File: src/rtl/irq_controller.sv
// Fixed-priority interrupt controller: edge-detected, maskable sources offered to the
// pipeline through a req/ack handshake, one in service until the pipeline signals RTI.
module irq_controller #(
    parameter int                    NUM_IRQ    = 4,
    parameter int                    DATA_WIDTH = 16,
    parameter logic [DATA_WIDTH-1:0] VEC_BASE   = 16'h0000,
    localparam int                   ID_W       = (NUM_IRQ > 1) ? $clog2(NUM_IRQ) : 1
) (
    input  logic                  clk,
    input  logic                  reset,
    input  logic [NUM_IRQ-1:0]    irq_in,
    input  logic                  mask_we,
    input  logic [NUM_IRQ-1:0]    mask_wdata,
    output logic [NUM_IRQ-1:0]    mask_q,
    output logic [NUM_IRQ-1:0]    pending,
    output logic                  irq_req,
    output logic [DATA_WIDTH-1:0] irq_vec,
    output logic [ID_W-1:0]       irq_id,
    input  logic                  irq_ack,
    input  logic                  irq_done,
    output logic                  in_service
);

    typedef enum logic [1:0] {
        ST_IDLE    = 2'd0,
        ST_REQ     = 2'd1,
        ST_SERVICE = 2'd2
    } state_t;

    state_t                  state_r;
    state_t                  state_next_s;
    logic [NUM_IRQ-1:0]      prev_r;
    logic [NUM_IRQ-1:0]      pending_r;
    logic [NUM_IRQ-1:0]      mask_r;
    logic [ID_W-1:0]         id_r;
    logic [DATA_WIDTH-1:0]   vec_r;
    logic [NUM_IRQ-1:0]      event_s;
    logic [NUM_IRQ-1:0]      eligible_s;
    logic [NUM_IRQ-1:0]      clr_s;
    logic                    win_valid_s;
    logic [ID_W-1:0]         win_id_s;
    logic                    grant_s;

    // Slot address for a source; wraps modulo 2^DATA_WIDTH.
    function automatic logic [DATA_WIDTH-1:0] vec_addr(input logic [ID_W-1:0] id);
        logic [DATA_WIDTH-1:0] off;
        off = DATA_WIDTH'(id);
        return VEC_BASE + (off << 1);
    endfunction

    assign event_s    = irq_in & ~prev_r;
    assign eligible_s = pending_r & mask_r;

    // Lowest eligible index wins.
    always_comb begin
        win_valid_s = 1'b0;
        win_id_s    = {ID_W{1'b0}};
        for (int i = NUM_IRQ - 1; i >= 0; i--) begin
            if (eligible_s[i]) begin
                win_valid_s = 1'b1;
                win_id_s    = ID_W'(i);
            end else begin
                win_valid_s = win_valid_s;
            end
        end
    end

    // Next-state and pending-clear decode.
    always_comb begin
        state_next_s = state_r;
        clr_s        = {NUM_IRQ{1'b0}};
        grant_s      = 1'b0;
        case (state_r)
            ST_IDLE: begin
                if (win_valid_s) begin
                    grant_s      = 1'b1;
                    state_next_s = ST_REQ;
                end else begin
                    state_next_s = ST_IDLE;
                end
            end
            ST_REQ: begin
                if (irq_ack) begin
                    clr_s[id_r]  = 1'b1;
                    state_next_s = ST_SERVICE;
                end else begin
                    state_next_s = ST_REQ;
                end
            end
            ST_SERVICE: begin
                if (irq_done) begin
                    state_next_s = ST_IDLE;
                end else begin
                    state_next_s = ST_SERVICE;
                end
            end
            default: state_next_s = ST_IDLE;
        endcase
    end

    // State register plus the id/vector latched at grant time.
    always_ff @(posedge clk) begin
        if (!reset) begin
            state_r <= ST_IDLE;
            id_r    <= {ID_W{1'b0}};
            vec_r   <= VEC_BASE;
        end else begin
            state_r <= state_next_s;
            if (grant_s) begin
                id_r  <= win_id_s;
                vec_r <= vec_addr(win_id_s);
            end
        end
    end

    // Edge history, mask and pending flags; a new event beats a same-edge clear.
    always_ff @(posedge clk) begin
        if (!reset) begin
            prev_r    <= {NUM_IRQ{1'b0}};
            pending_r <= {NUM_IRQ{1'b0}};
            mask_r    <= {NUM_IRQ{1'b1}};
        end else begin
            prev_r    <= irq_in;
            pending_r <= (pending_r & ~clr_s) | event_s;
            if (mask_we) begin
                mask_r <= mask_wdata;
            end
        end
    end

    assign mask_q     = mask_r;
    assign pending    = pending_r;
    assign irq_id     = id_r;
    assign irq_vec    = vec_r;
    assign irq_req    = (state_r == ST_REQ);
    assign in_service = (state_r == ST_SERVICE);

endmodule

File: config.mk
export PLATFORM = sky130hd
export DESIGN_NAME = irq_controller
export DESIGN_NICKNAME = d
export VERILOG_FILES = /design/src/rtl/irq_controller.sv
export SDC_FILE = /design/constraint.sdc
export NUM_CORES = 1
export LEC_CHECK = 0
export CAP_MARGIN = 25
export CORE_MARGIN = 2
export CORE_UTILIZATION = 38
export CTS_BUF_LIST = sky130_fd_sc_hd__clkbuf_16
export CTS_CLUSTER_SIZE = 16
export DETAILED_ROUTE_END_ITERATION = 7
export HOLD_SLACK_MARGIN = 0.05
export PLACE_DENSITY = 0.87
export SYNTH_ARGS = -nofsm -noshare
export SYNTH_HDL_FRONTEND = slang
export SYNTH_SLANG_ARGS = --single-unit
File: constraint.sdc
create_clock -name clk -period 1.8 [get_ports clk]
set_clock_uncertainty 0.2 [all_clocks]
set_input_delay 0.18 -clock clk [delete_from_list [all_inputs] [get_ports clk]]
set_output_delay 0.18 -clock clk [all_outputs]
set_load 0.01 [all_outputs]
==> flow_summary.yaml <==
timing:
  final_max_slew_viol_count: 0
  setup_viol: 0
  rsz0062_at_grt: "no"
  layout_setup_ws_ps: 38.8
  tns_ps: 0
  max_freq_ghz: 0.568
  min_period_ps: 1760
  hold_viol_final: 0
  timing.final.crit_share: 0.978
layout:
  area_growth_pct: 41.2
  diodes: 0
  fin_nets: 124
  drive_gt1_frac: 0.119
  nFillCells: 177
drt:
  ant_nets: 0
  wl_um: 1660
  vias_per_cell: 4.67
  firstDrtPassIters: 4
  via_count: 635
  routedWlPerCell_um: 12.2
  drc_errors: 0
  initialDrtViolationCount: 11
critical_path:
  start_kind: "flop"
  critPathSlowestCell: "clkdlybuf4s50_1"
  crit_buf_inv: 1
  r2r-end: "irq_vec[1]"
  cpLargestDelayFamily: "buffers and inverters"
  cp.depth: 2
  cp_slowest_stage_delay_ps: 550
  reg2regPathDepth: 4
  regToRegSetupSlack_ps: 300
  crit_fanout: 3
  r2r_start: "pending[1]"
  worstSetupEndpointType: "primary output"
  arrival_ps: 1380
  crit_required_ps: 1420
  path_class: "flop to primary output"
  setup.worst_path.start: "state_r[1]"
  crit_chain: "nor2b_2 > clkdlybuf4s50_1"
  endpoint: "in_service"
place:
  port_buffers: 26
  dpl_worst_slack_ps: 172
  gp_congestion: 0.808
  dp_hpwl_um: 1310
cts:
  cts_buffers: 3
  cts.sinks: 16
  cts_setup_buffers: 0
  cts_tree: "yes"
  cts_buffer_depth: 2
  h-tree-depth: 1
  path_clk_slew_ps: 40
  root_buffer: "clkbuf_16"
  cts.hold.buffers_added: 0
  clock_latency_ps: 240
synth:
  synth_seq_cells: 16
  synth_common_cells: "buf_4 (17), dfxtp_1 (16), a21oi_1 (6)"
  synth.area.top_cells: "dfxtp_1 (42%), buf_4 (17%), mux2i_1 (5.2%)"
  synth.largest_area_cell: "dfxtp_1"
  ys_types: 28
  synth.top_cell.area_share: 0.416
  synth_flop_cell: "dfxtp_1"
  syn_area_um2: 771
  syn_avg_cell_area_um2: 9.40
  synth-async-reset-ratio: 0
  synth_warnings: 0
  synth_most_common_cell: "buf_4"
  synth-seq-area-share: 0.416
  netlist_instances: 82
  synth_edf_count: 0
min_path:
  hp-start: "prev_r[1]"
  hp-class: "flop to flop"
pwr:
  ir_drop_v: 0.000670
  leakage_nw: 0.465
  finalPower_w: 0.00103
  power_density_nw_per_um2: 947
global_routing:
  grt_overflow: 0
  grt_max_degree: 10
  grt_pass1_vias: 621
  track_usage: 0.158
  antenna_found_initial: 0
  grt_pass1_wl_um: 2880
outcome:
  status: "complete, no violations"
floorplanning:
  row_count: 16
  core_um2: 1940
  chipHeight_um: 49.0
  start_util: 0.397
  pin_count: 41
  die_w_um: 49.0
  dieArea_um2: 2400
run:
  maxCapViolations: 0
## through the flow
| stage | cell area, µm² | std cells | utilization | hold WS [ps] |
|---|---|---|---|---|
| detailed placement | 1000 | 133 | 0.517 | 283 |
| finish | 1090 | 136 | 0.561 | 285 |
| global placement | 1000 | 133 | 0.517 | 269 |
| floorplan | 820 | 95 | - | 68.4 |
| CTS | 1080 | 136 | 0.558 | 290 |
| global route | 1090 | 136 | 0.561 | 314 |
## cells in the final DEF (no fill, tap or decap), types with 2 or more instances in the layout
master,n
nand2b_1,4
clkbuf_16,3
and2_1,4
nor2_1,2
nand2_1,5
conb_1,14
dfxtp_1,15
a21oi_1,6
mux2i_1,4
nor3_1,2
buf_4,3
nor2b_1,2
clkdlybuf4s50_1,25
o31ai_1,2
## cell families (layout without fill, tap and decap cells)
family	count (synthesis)	in the layout	share of synthesized area
AND/OR/NAND/NOR	25	25	0.187
buffers and inverters	20	34	0.180
AO/OA/AOI/OAI	16	16	0.161
flip-flops	16	16	0.416
multiplexers	4	4	0.0520
other	1	14	0.00487
## registers in the layout (all words and copies together) (netlist names)
name	flops
irq_vec	2
pending	4
mask_q	4
state_r	2
prev_r	4
## timing repair
item,in CTS,in global routing
hold endpoints to repair,0,0
resized for setup,2,2
setup endpoints to repair,2,1
## per-layer routing
layer / vias to the layer above / global-route usage / wire length [µm]
met2: 32 / 0.265 / 809
met1: 291 / 0.187 / 696
met4: 0 / 0.0714 / 34
li1: 307 / - / -
met3: 5 / 0.0429 / 118
met5: - / 0 / 0
## worst min-delay path, cell delays in order, from the launching register on
cell	delay (ps)
dfxtp_1	290
nand2b_1	90
a21oi_1	50
## area by class of cell
type	count	area, µm²	share of cell area
inverters	2	7.51	0.00690
flip-flops and latches	16	324	0.298
multi-input cells	59	363	0.333
clock buffers	3	75.1	0.0690
well taps	27	33.8	0.0310
repair buffers	29	285	0.262
## how the worst min path moves through the flow
stage,slack (ps),cells after the start,end
final,280,2,pending[1]
after global routing,310,2,pending[2]
after CTS,290,2,pending[1]
after detailed placement,280,2,pending[1]
after global placement,270,2,pending[0]
after floorplan,70,1,state_r[0]
## where the power goes
group          leakage [nW]  switching, W  internal (W)
clock                0.0370      0.000125      0.000290
combinational         0.295     0.0000853      0.000111
sequential            0.133     0.0000351      0.000384
total                 0.465      0.000246      0.000785
Power figures use the tool's default switching activity.
